## config.mk

```make
export PLATFORM = sky130hd
export DESIGN_NAME = jump_scheduler
export DESIGN_NICKNAME = d
export VERILOG_FILES = /design/src/rtl/jump_scheduler.sv
export SDC_FILE = /design/constraint.sdc
export NUM_CORES = 1
export LEC_CHECK = 0
export BUFFER_PORTS_ARGS = -buffer_cell sky130_fd_sc_hd__buf_2
export CAP_MARGIN = 25
export CORE_UTILIZATION = 30
export CTS_CLUSTER_DIAMETER = 200
export DETAILED_ROUTE_END_ITERATION = 6
export HOLD_SLACK_MARGIN = 0.08
export PLACE_DENSITY = 0.42
export SYNTH_ARGS = -nofsm -noshare
export SYNTH_HDL_FRONTEND = slang
export SYNTH_SLANG_ARGS = --single-unit
```

## constraint.sdc

```tcl
create_clock -name clk -period 10.3 [get_ports clk]
set_input_delay 1.03 -clock clk [delete_from_list [all_inputs] [get_ports clk]]
set_output_delay 1.03 -clock clk [all_outputs]
set_load 0.05 [all_outputs]
```

## src/rtl/jump_scheduler.sv

```systemverilog
`timescale 1ns/1ps
`default_nettype none
// ============================================================================
//  Module   : jump_scheduler
//  Purpose  : Per-frame vertical-motion sequencer for the doodle. Steps the
//             rise / fall / bounce / death sequence once per frame tick and
//             emits the doodle screen Y plus the per-frame world scroll.
//  Revision : 1.0  initial release
// ============================================================================
module jump_scheduler #(
  parameter int START_Y       = 400,
  parameter int JUMP_V        = 12,
  parameter int GRAVITY       = 1,
  parameter int MAX_FALL      = 10,
  parameter int SCROLL_LINE   = 200,
  parameter int EARTH         = 480,
  parameter int DOODLE_HEIGHT = 60
) (
  input  logic       clk,
  input  logic       rst_n,
  input  logic       frame_tick,
  input  logic [1:0] game_state,
  input  logic       platform_hit,
  output logic [9:0] doodle_y,
  output logic [9:0] scroll_dy,
  output logic       scroll_valid,
  output logic       jump_pulse,
  output logic       falling,
  output logic       dead
);

  typedef enum logic [1:0] {
    S_WAIT = 2'd0,
    S_RISE = 2'd1,
    S_FALL = 2'd2,
    S_DEAD = 2'd3
  } state_e;

  localparam logic [1:0]         C_GS_WAIT    = 2'd0;
  localparam logic [1:0]         C_GS_PLAY    = 2'd1;
  localparam logic [1:0]         C_GS_OVER    = 2'd2;
  localparam logic [9:0]         C_START_Y    = 10'(START_Y);
  localparam logic [4:0]         C_JUMP_V     = 5'(JUMP_V);
  localparam logic [4:0]         C_GRAVITY    = 5'(GRAVITY);
  localparam logic [4:0]         C_MAX_FALL   = 5'(MAX_FALL);
  localparam logic signed [10:0] C_SCROLL_S   = 11'(SCROLL_LINE);
  localparam logic [9:0]         C_SCROLL_Y   = 10'(SCROLL_LINE);
  // Lowest top-edge Y: the sprite bottom sits exactly on the screen bottom.
  localparam logic signed [10:0] C_GROUND_S   = 11'(EARTH - DOODLE_HEIGHT);
  localparam logic [9:0]         C_GROUND_Y   = 10'(EARTH - DOODLE_HEIGHT);

  state_e      state_q, state_d;
  logic [9:0]  y_q, y_d;
  logic [4:0]  vel_q, vel_d;
  logic [9:0]  sdy_q, sdy_d;
  logic        sv_q, sv_d;
  logic        jp_q, jp_d;

  // Position math is carried in 11-bit signed so nothing wraps below zero.
  logic signed [10:0] w_y_s;
  logic signed [10:0] w_rise_y;
  logic signed [10:0] w_fall_y;
  logic signed [5:0]  w_vel_rise;
  logic [5:0]         w_vel_sum;
  logic [4:0]         w_vel_fall;

  assign w_y_s      = signed'({1'b0, y_q});
  assign w_rise_y   = w_y_s - signed'({6'b0, vel_q});
  assign w_vel_rise = signed'({1'b0, vel_q}) - signed'({1'b0, C_GRAVITY});
  assign w_vel_sum  = {1'b0, vel_q} + {1'b0, C_GRAVITY};
  assign w_vel_fall = (w_vel_sum > {1'b0, C_MAX_FALL}) ? C_MAX_FALL : w_vel_sum[4:0];
  assign w_fall_y   = w_y_s + signed'({6'b0, w_vel_fall});

  // State and datapath registers; reset returns everything to the WAIT pose.
  always_ff @(posedge clk or negedge rst_n) begin
    if (!rst_n) begin
      state_q <= S_WAIT;
      y_q     <= C_START_Y;
      vel_q   <= 5'd0;
      sdy_q   <= 10'd0;
      sv_q    <= 1'b0;
      jp_q    <= 1'b0;
    end else begin
      state_q <= state_d;
      y_q     <= y_d;
      vel_q   <= vel_d;
      sdy_q   <= sdy_d;
      sv_q    <= sv_d;
      jp_q    <= jp_d;
    end
  end

  // Next state: game_state overrides are checked every cycle, motion only on tick.
  always_comb begin
    state_d = state_q;
    y_d     = y_q;
    vel_d   = vel_q;
    sdy_d   = sdy_q;
    sv_d    = 1'b0;
    jp_d    = 1'b0;

    if (game_state == C_GS_WAIT) begin
      state_d = S_WAIT;
      y_d     = C_START_Y;
      vel_d   = 5'd0;
      sdy_d   = 10'd0;
    end else if (game_state == C_GS_OVER &&
                 (state_q == S_RISE || state_q == S_FALL)) begin
      state_d = S_DEAD;
    end else begin
      unique case (state_q)
        S_WAIT: begin
          y_d = C_START_Y;
          if (game_state == C_GS_PLAY) begin
            state_d = S_RISE;
            vel_d   = C_JUMP_V;
          end
        end
        S_RISE: begin
          if (frame_tick) begin
            // Motion above the scroll line is converted into world scroll.
            if (w_rise_y < C_SCROLL_S) begin
              y_d   = C_SCROLL_Y;
              sdy_d = 10'(C_SCROLL_S - w_rise_y);
            end else begin
              y_d   = w_rise_y[9:0];
              sdy_d = 10'd0;
            end
            sv_d = 1'b1;
            if (w_vel_rise <= 6'sd0) begin
              vel_d   = 5'd0;
              state_d = S_FALL;
            end else begin
              vel_d = w_vel_rise[4:0];
            end
          end
        end
        S_FALL: begin
          if (frame_tick) begin
            // A platform hit wins over reaching the ground on the same tick.
            if (platform_hit) begin
              vel_d   = C_JUMP_V;
              state_d = S_RISE;
              jp_d    = 1'b1;
            end else begin
              vel_d = w_vel_fall;
              if (w_fall_y >= C_GROUND_S) begin
                y_d     = C_GROUND_Y;
                state_d = S_DEAD;
              end else begin
                y_d = w_fall_y[9:0];
              end
            end
          end
        end
        S_DEAD: begin
          state_d = S_DEAD;
        end
        default: begin
          state_d = S_WAIT;
        end
      endcase
    end
  end

  assign doodle_y     = y_q;
  assign scroll_dy    = sdy_q;
  assign scroll_valid = sv_q;
  assign jump_pulse   = jp_q;
  assign falling      = (state_q == S_FALL);
  assign dead         = (state_q == S_DEAD);

endmodule
`default_nettype wire

```

# Yosys cells after proc, flatten, opt, wreduce, memory -nomap -nowiden
# Index checks and enable logic that the tools add are counted.
totals:
  regBits: 29
  inputBits: 6
  out_inout_bits: 24
  word_cells: 81
classes:
  n_addsub: 5
  order_cmp: 4
  n_eq_ne: 15
  n_mux: 40
  n_reduce_logical: 11
op_table:
  columns: ["op", "count"]
  rows:
  - ["$mux 10", 12]
  - ["$mux 5", 8]
  - ["$pmux 10 s3", 1]
  - ["$mux 2", 8]
  - ["$pmux 5 s3", 1]
  - ["$reduce_and 5->1", 3]
  - ["$add 10x5->11", 1]
  - ["$ge 11x10->1 const B", 1]
  - ["$lt 11x9->1 const B", 1]
  - ["$sub 10x5->11", 1]
  - ["$sub 9x10->10 const A", 1]
  - ["$mux 1", 9]
  - ["$ne 4x2->1 const B", 2]
  - ["$pmux 2 s4", 1]
  - ["$add 5x1->6 const B", 1]
  - ["$eq 2x2->1 const B", 3]
  - ["$gt 6x4->1 const B", 1]
  - ["$le 6x1->1 const B", 1]
  - ["$ne 3x2->1 const B", 2]
  - ["$ne 3x3->1 const B", 2]
  - ["$sub 5x1->6 const B", 1]
  - ["$ne 5x2->1 const B", 1]
  - ["$eq 2x1->1 const B", 2]
  - ["$logic_not 2->1", 2]
  - ["other kinds (8)", 9]

# Longest topological paths before layout
logic_depth:
  ltp_word: 11
  depth_mapped: 17
  ltp_nobuf: 17

# Worst setup path before layout
# Ideal clock, no wire load.
synth_path:
  path_kind: "flip-flop to flip-flop"
  startpoint: "register vel_q[0]"
  endpoint: "register y_q[1] (netlist: doodle_y[1])"
  setup_time_ns: 0.068
  arrival_time_ns: 3.590
  t_required_ns: 10.232
  setup_slack_ns: 6.643
  path_stages_with_launch: 18
  path_buffers: 0
  synth_period_minus_slack_ns: 3.657
  path_cell_list: "dfrtp_1 inv_1 ha_1 nand2b_1 o2111ai_1 o41a_1 o22ai_1 and2_1 ha_1 fa_1 o21a_1 or3_1 a21o_1 o211ai_1 a32oi_2 o21a_2 nor2_1 a221o_1"
synth_between:
  elab_chain_len: 11
  elab_cells_between_ends: 15
  cone_classes: "add/sub (3); order compare (3); mux (9)"
synth_rtl:
  columns: ["element", "line", "rtl"]
  rows:
  - ["start, declared", "54", "logic [4:0] vel_q, vel_d;"]
  - ["start signal, assigned", "86", "vel_q <= vel_d;"]
  - ["$add 5x1->6", "70", "assign w_vel_sum = {1'b0, vel_q} + {1'b0, C_GRAVITY};"]
  - ["$gt 6x4->1", "71", "assign w_vel_fall = (w_vel_sum > {1'b0, C_MAX_FALL}) ? C_MAX_FALL : w_vel_sum[4:0];"]
  - ["$mux 5", "71", null]
  - ["$add 10x5->11", "72", "assign w_fall_y = w_y_s + signed'({6'b0, w_vel_fall});"]
  - ["$ge 11x10->1", "147", "if (w_fall_y >= C_GROUND_S) begin"]
  - ["$mux 10", "147", null]
  - ["$mux 10", "141", "if (platform_hit) begin"]
  - ["$mux 10", "139", "if (frame_tick) begin"]
  - ["$pmux 10 s3 *", "111", "unique case (state_q)"]
  - ["$mux 10 *", "107", "end else if (game_state == C_GS_OVER &&"]
  - ["$mux 10 *", "102", "if (game_state == C_GS_WAIT) begin"]
  - ["end signal, assigned", "85", "y_q <= y_d;"]
  - ["end, declared", "53", "logic [9:0] y_q, y_d;"]
# Every way passes the cells marked *; elsewhere a longest branch is shown, timed or not. The select of a mux whose other input is x is not followed.
# A chain may end at the register's enable or synchronous reset.

# Final worst setup path
layout_path:
  startpoint: "register vel_q[1]"
  endpoint: "register y_q[1] (netlist: doodle_y[1])"
# The elaborated chain is that of the path after synthesis.

==> metrics.txt <==
routed via count 2604; Slew @ Worst Pin 764.6 ps; top_reg_cell synth dfrtp_1; DP Cell Count 466; Total GRT Usage 0.1804; Die ar. 9656 µm²; hold crit path type reg2reg; count of buffer and inverter cells on the critical path 1; vias in the first global route 2550; Setup Viol. Count Final 0; Clk Latency, worst-skew pair 290 ps; Root Driver clkbuf_8; critical path class reg2reg; final antenna-violating net count 0; CTS tree built; dominant cell type by area after synthesis dfrtp_1; Crit path required time 10470 ps; gr ovfl total 0; Pre-antenna DRT Iters 6; most frequent cells in the layout nand2_1 (40), buf_2 (29), nor2_1 (26), dfrtp_1 (26), ha_1 (20); Total Power 1.187 mW; 1st-iter DRT viols 136; arrival time worst endpoint 4310 ps; I/O Buffers 29; Max IR drop VDD 0.1128 mV; Area growth syn-to-layout 11.75%; Worst path top cell family by delay compound AO/OA/AOI/OAI gates; Post-synth ARST share 1.000; Synth area leaders dfrtp_1 (23%), ha_1 (9.0%), nand2_1 (5.4%); pins over their slew limit 0; Synth Net Count 364; gp weighted congestion 0.9052; sequential element share of the synthesized area 0.2624; Unique masters post-synth 67; DPL Wire Length 6369 µm; Internal 0.5146 mW; antenna violations before repair 0; clk sink count 29; slowest stage delay, CP 460 ps; slew margin rel. 0.4902; Layout Cells excl Fill 474; Tcrit/Tclk final 0.4021; # resized after CTS 0; commonest non-fill, non-tap cell in the layout nand2_1; number of synthesized flops with an enable pin 0; Yosys top cell area share 0.2340; number of remaining DRC errors 0; Initial Utilization 0.3142; total CTS buffers 5; crit path launch type flip-flop; crit path capture type flip-flop; Power Density 382.0 nW/µm²; Die W 98.27 µm; run status completed; post-synth design cell area 2780 µm²; cells along the critical path inv_1 > ha_1 > nand2b_1 > o2111ai_1 > o41a_1 > o22ai_1 > nand2b_1 > ha_1 > a211o_1 > a211oi_2 > or2_2 > nand4_1 > a32oi_2 > o21a_2 > nor2_1 > a221o_1; leakage power 1.360 nW; Slowest cell on crit path dfrtp_1; fin crit period 4142 ps; Final Hold Fails 0; Combinational Power Share 0.741; fin nets 393; synthesis warning total 0; Hold Buf Count CTS 0; first-pass GRT wire length 13610 µm; worst slack at placement 6171 ps; CP Max Fanout 8; share of cells above drive strength 1 0.1885; largest net degree at the start of global routing 30; Switching Power 0.6720 mW; synthesized instance count 336; fin area 3107 µm²; #FFs+latches synth 29; CTS HTree Levels 2; Flop pwr share 0.174; Net Sw Frac 0.5663; core area 8848 µm²; final core utilization 0.3511; Final WS setup 6158 ps; postcts setup bufs 0; Syn Area/Cell 8.274 µm²; Top Ports 30; Routed WL 8309 µm; ANT cells 0; die height 98.27 µm; area of placed instances 3024 µm²; number of fill cells 981; max-cap violations 0; Setup Skew 11.07 ps; CTS clk-pin slew, worst paths 80 ps; fmax 241.4 MHz; Min Hold Slack 480.1 ps; RSZ-0062 raised after global routing no; clock share of power 0.085; Rows 34; DR vias/cell 5.494; post-route setup TNS 0 ps; WL/cell 17.53 µm; buffer depth of the longest clock path 2
==> state kept, by name, summed over array words and instances (netlist names) <==
name	cells
scroll_valid	1
doodle_y	10
scroll_dy	10
jump_pulse	1
vel_q	5
state_q	2
==> layout make-up <==
| type | instances | area [µm²] | share of cell area |
|---|---|---|---|
| Tap cell | 108 | 135.1 | 0.04350 |
| Clock inverter | 2 | 10.01 | 0.003222 |
| Timing Repair Buffer | 30 | 152.6 | 0.04913 |
| Inverter | 17 | 63.81 | 0.02054 |
| Sequential cell | 29 | 729.5 | 0.2348 |
| Clock buffer | 6 | 72.57 | 0.02336 |
| Multi-Input combinational cell | 282 | 1943 | 0.6255 |
==> path summary, 6_finish.rpt <==
kind,startpoint,end,slack (ps),cells after the start
max,vel_q[1]$_DFFE_PN0P_,doodle_y[1]$_DFFE_PN0P_,6160,16
min in group asynchronous,rst_n,state_q[0]$_DFFE_PN0P_,810,1
max in group asynchronous,rst_n,vel_q[3]$_DFFE_PN0P_,9000,1
min reg2reg,scroll_dy[0]$_DFFE_PN0P_,scroll_dy[0]$_DFFE_PN0P_,480,2
max reg2reg,vel_q[1]$_DFFE_PN0P_,doodle_y[1]$_DFFE_PN0P_,6160,16
min,scroll_dy[0]$_DFFE_PN0P_,scroll_dy[0]$_DFFE_PN0P_,480,2
==> cells in the mapped netlist (7+ instances only) <==
library cell	number
a21oi_1	15
nand3_1	12
xor2_1	7
o31ai_1	7
xnor2_1	12
inv_1	16
a31oi_1	8
nor3_1	8
nor2_1	26
nand2_1	40
ha_1	20
o21ai_1	9
o21ai_0	17
dfrtp_1	26
==> worst register-to-register path, stage by stage (launching register included) <==
cell       delay, ps
dfrtp_1          460
inv_1            270
ha_1             320
nand2b_1         100
o2111ai_1        120
o41a_1           140
o22ai_1          250
nand2b_1         160
ha_1             300
a211o_1          330
a211oi_2         290
or2_2            220
nand4_1          120
a32oi_2          340
o21a_2           220
nor2_1            90
a221o_1          300
==> power by group through the flow <==
stage / Combinational [mW] / Clock [mW] / Sequential, mW
global route: 0.968 / 0.108 / 0.213
floorplan: 0.633 / 0 / 0.254
finish: 0.879 / 0.101 / 0.206
detailed placement: 0.877 / 0 / 0.208
CTS: 0.881 / 0.104 / 0.206
global placement: 0.883 / 0 / 0.209
==> layer usage <==
| metal | routed length [µm] | up-vias | GRT usage |
|---|---|---|---|
| met4 | 126 | 0 | 0.05626 |
| met1 | 4278 | 1230 | 0.2629 |
| li1 | - | 1302 | - |
| met3 | 336 | 10 | 0.02792 |
| met5 | 0 | - | 0 |
| met2 | 3568 | 62 | 0.2719 |
==> cells by family (layout without fill, tap and decap cells) <==
group	after synthesis	after routing	share of synthesized area
and+or+nand+nor	121	121	0.2120
AOI/OAI and AO/OA	116	116	0.3096
DFF	29	29	0.2624
buffers and inverters	25	55	0.03870
adders and majority gates	22	22	0.1044
xor gates and xnor gates	19	19	0.05986
muxes	3	3	0.01170
other	1	1	0.001349
No activity file was read; power rests on OpenSTA's default activity.
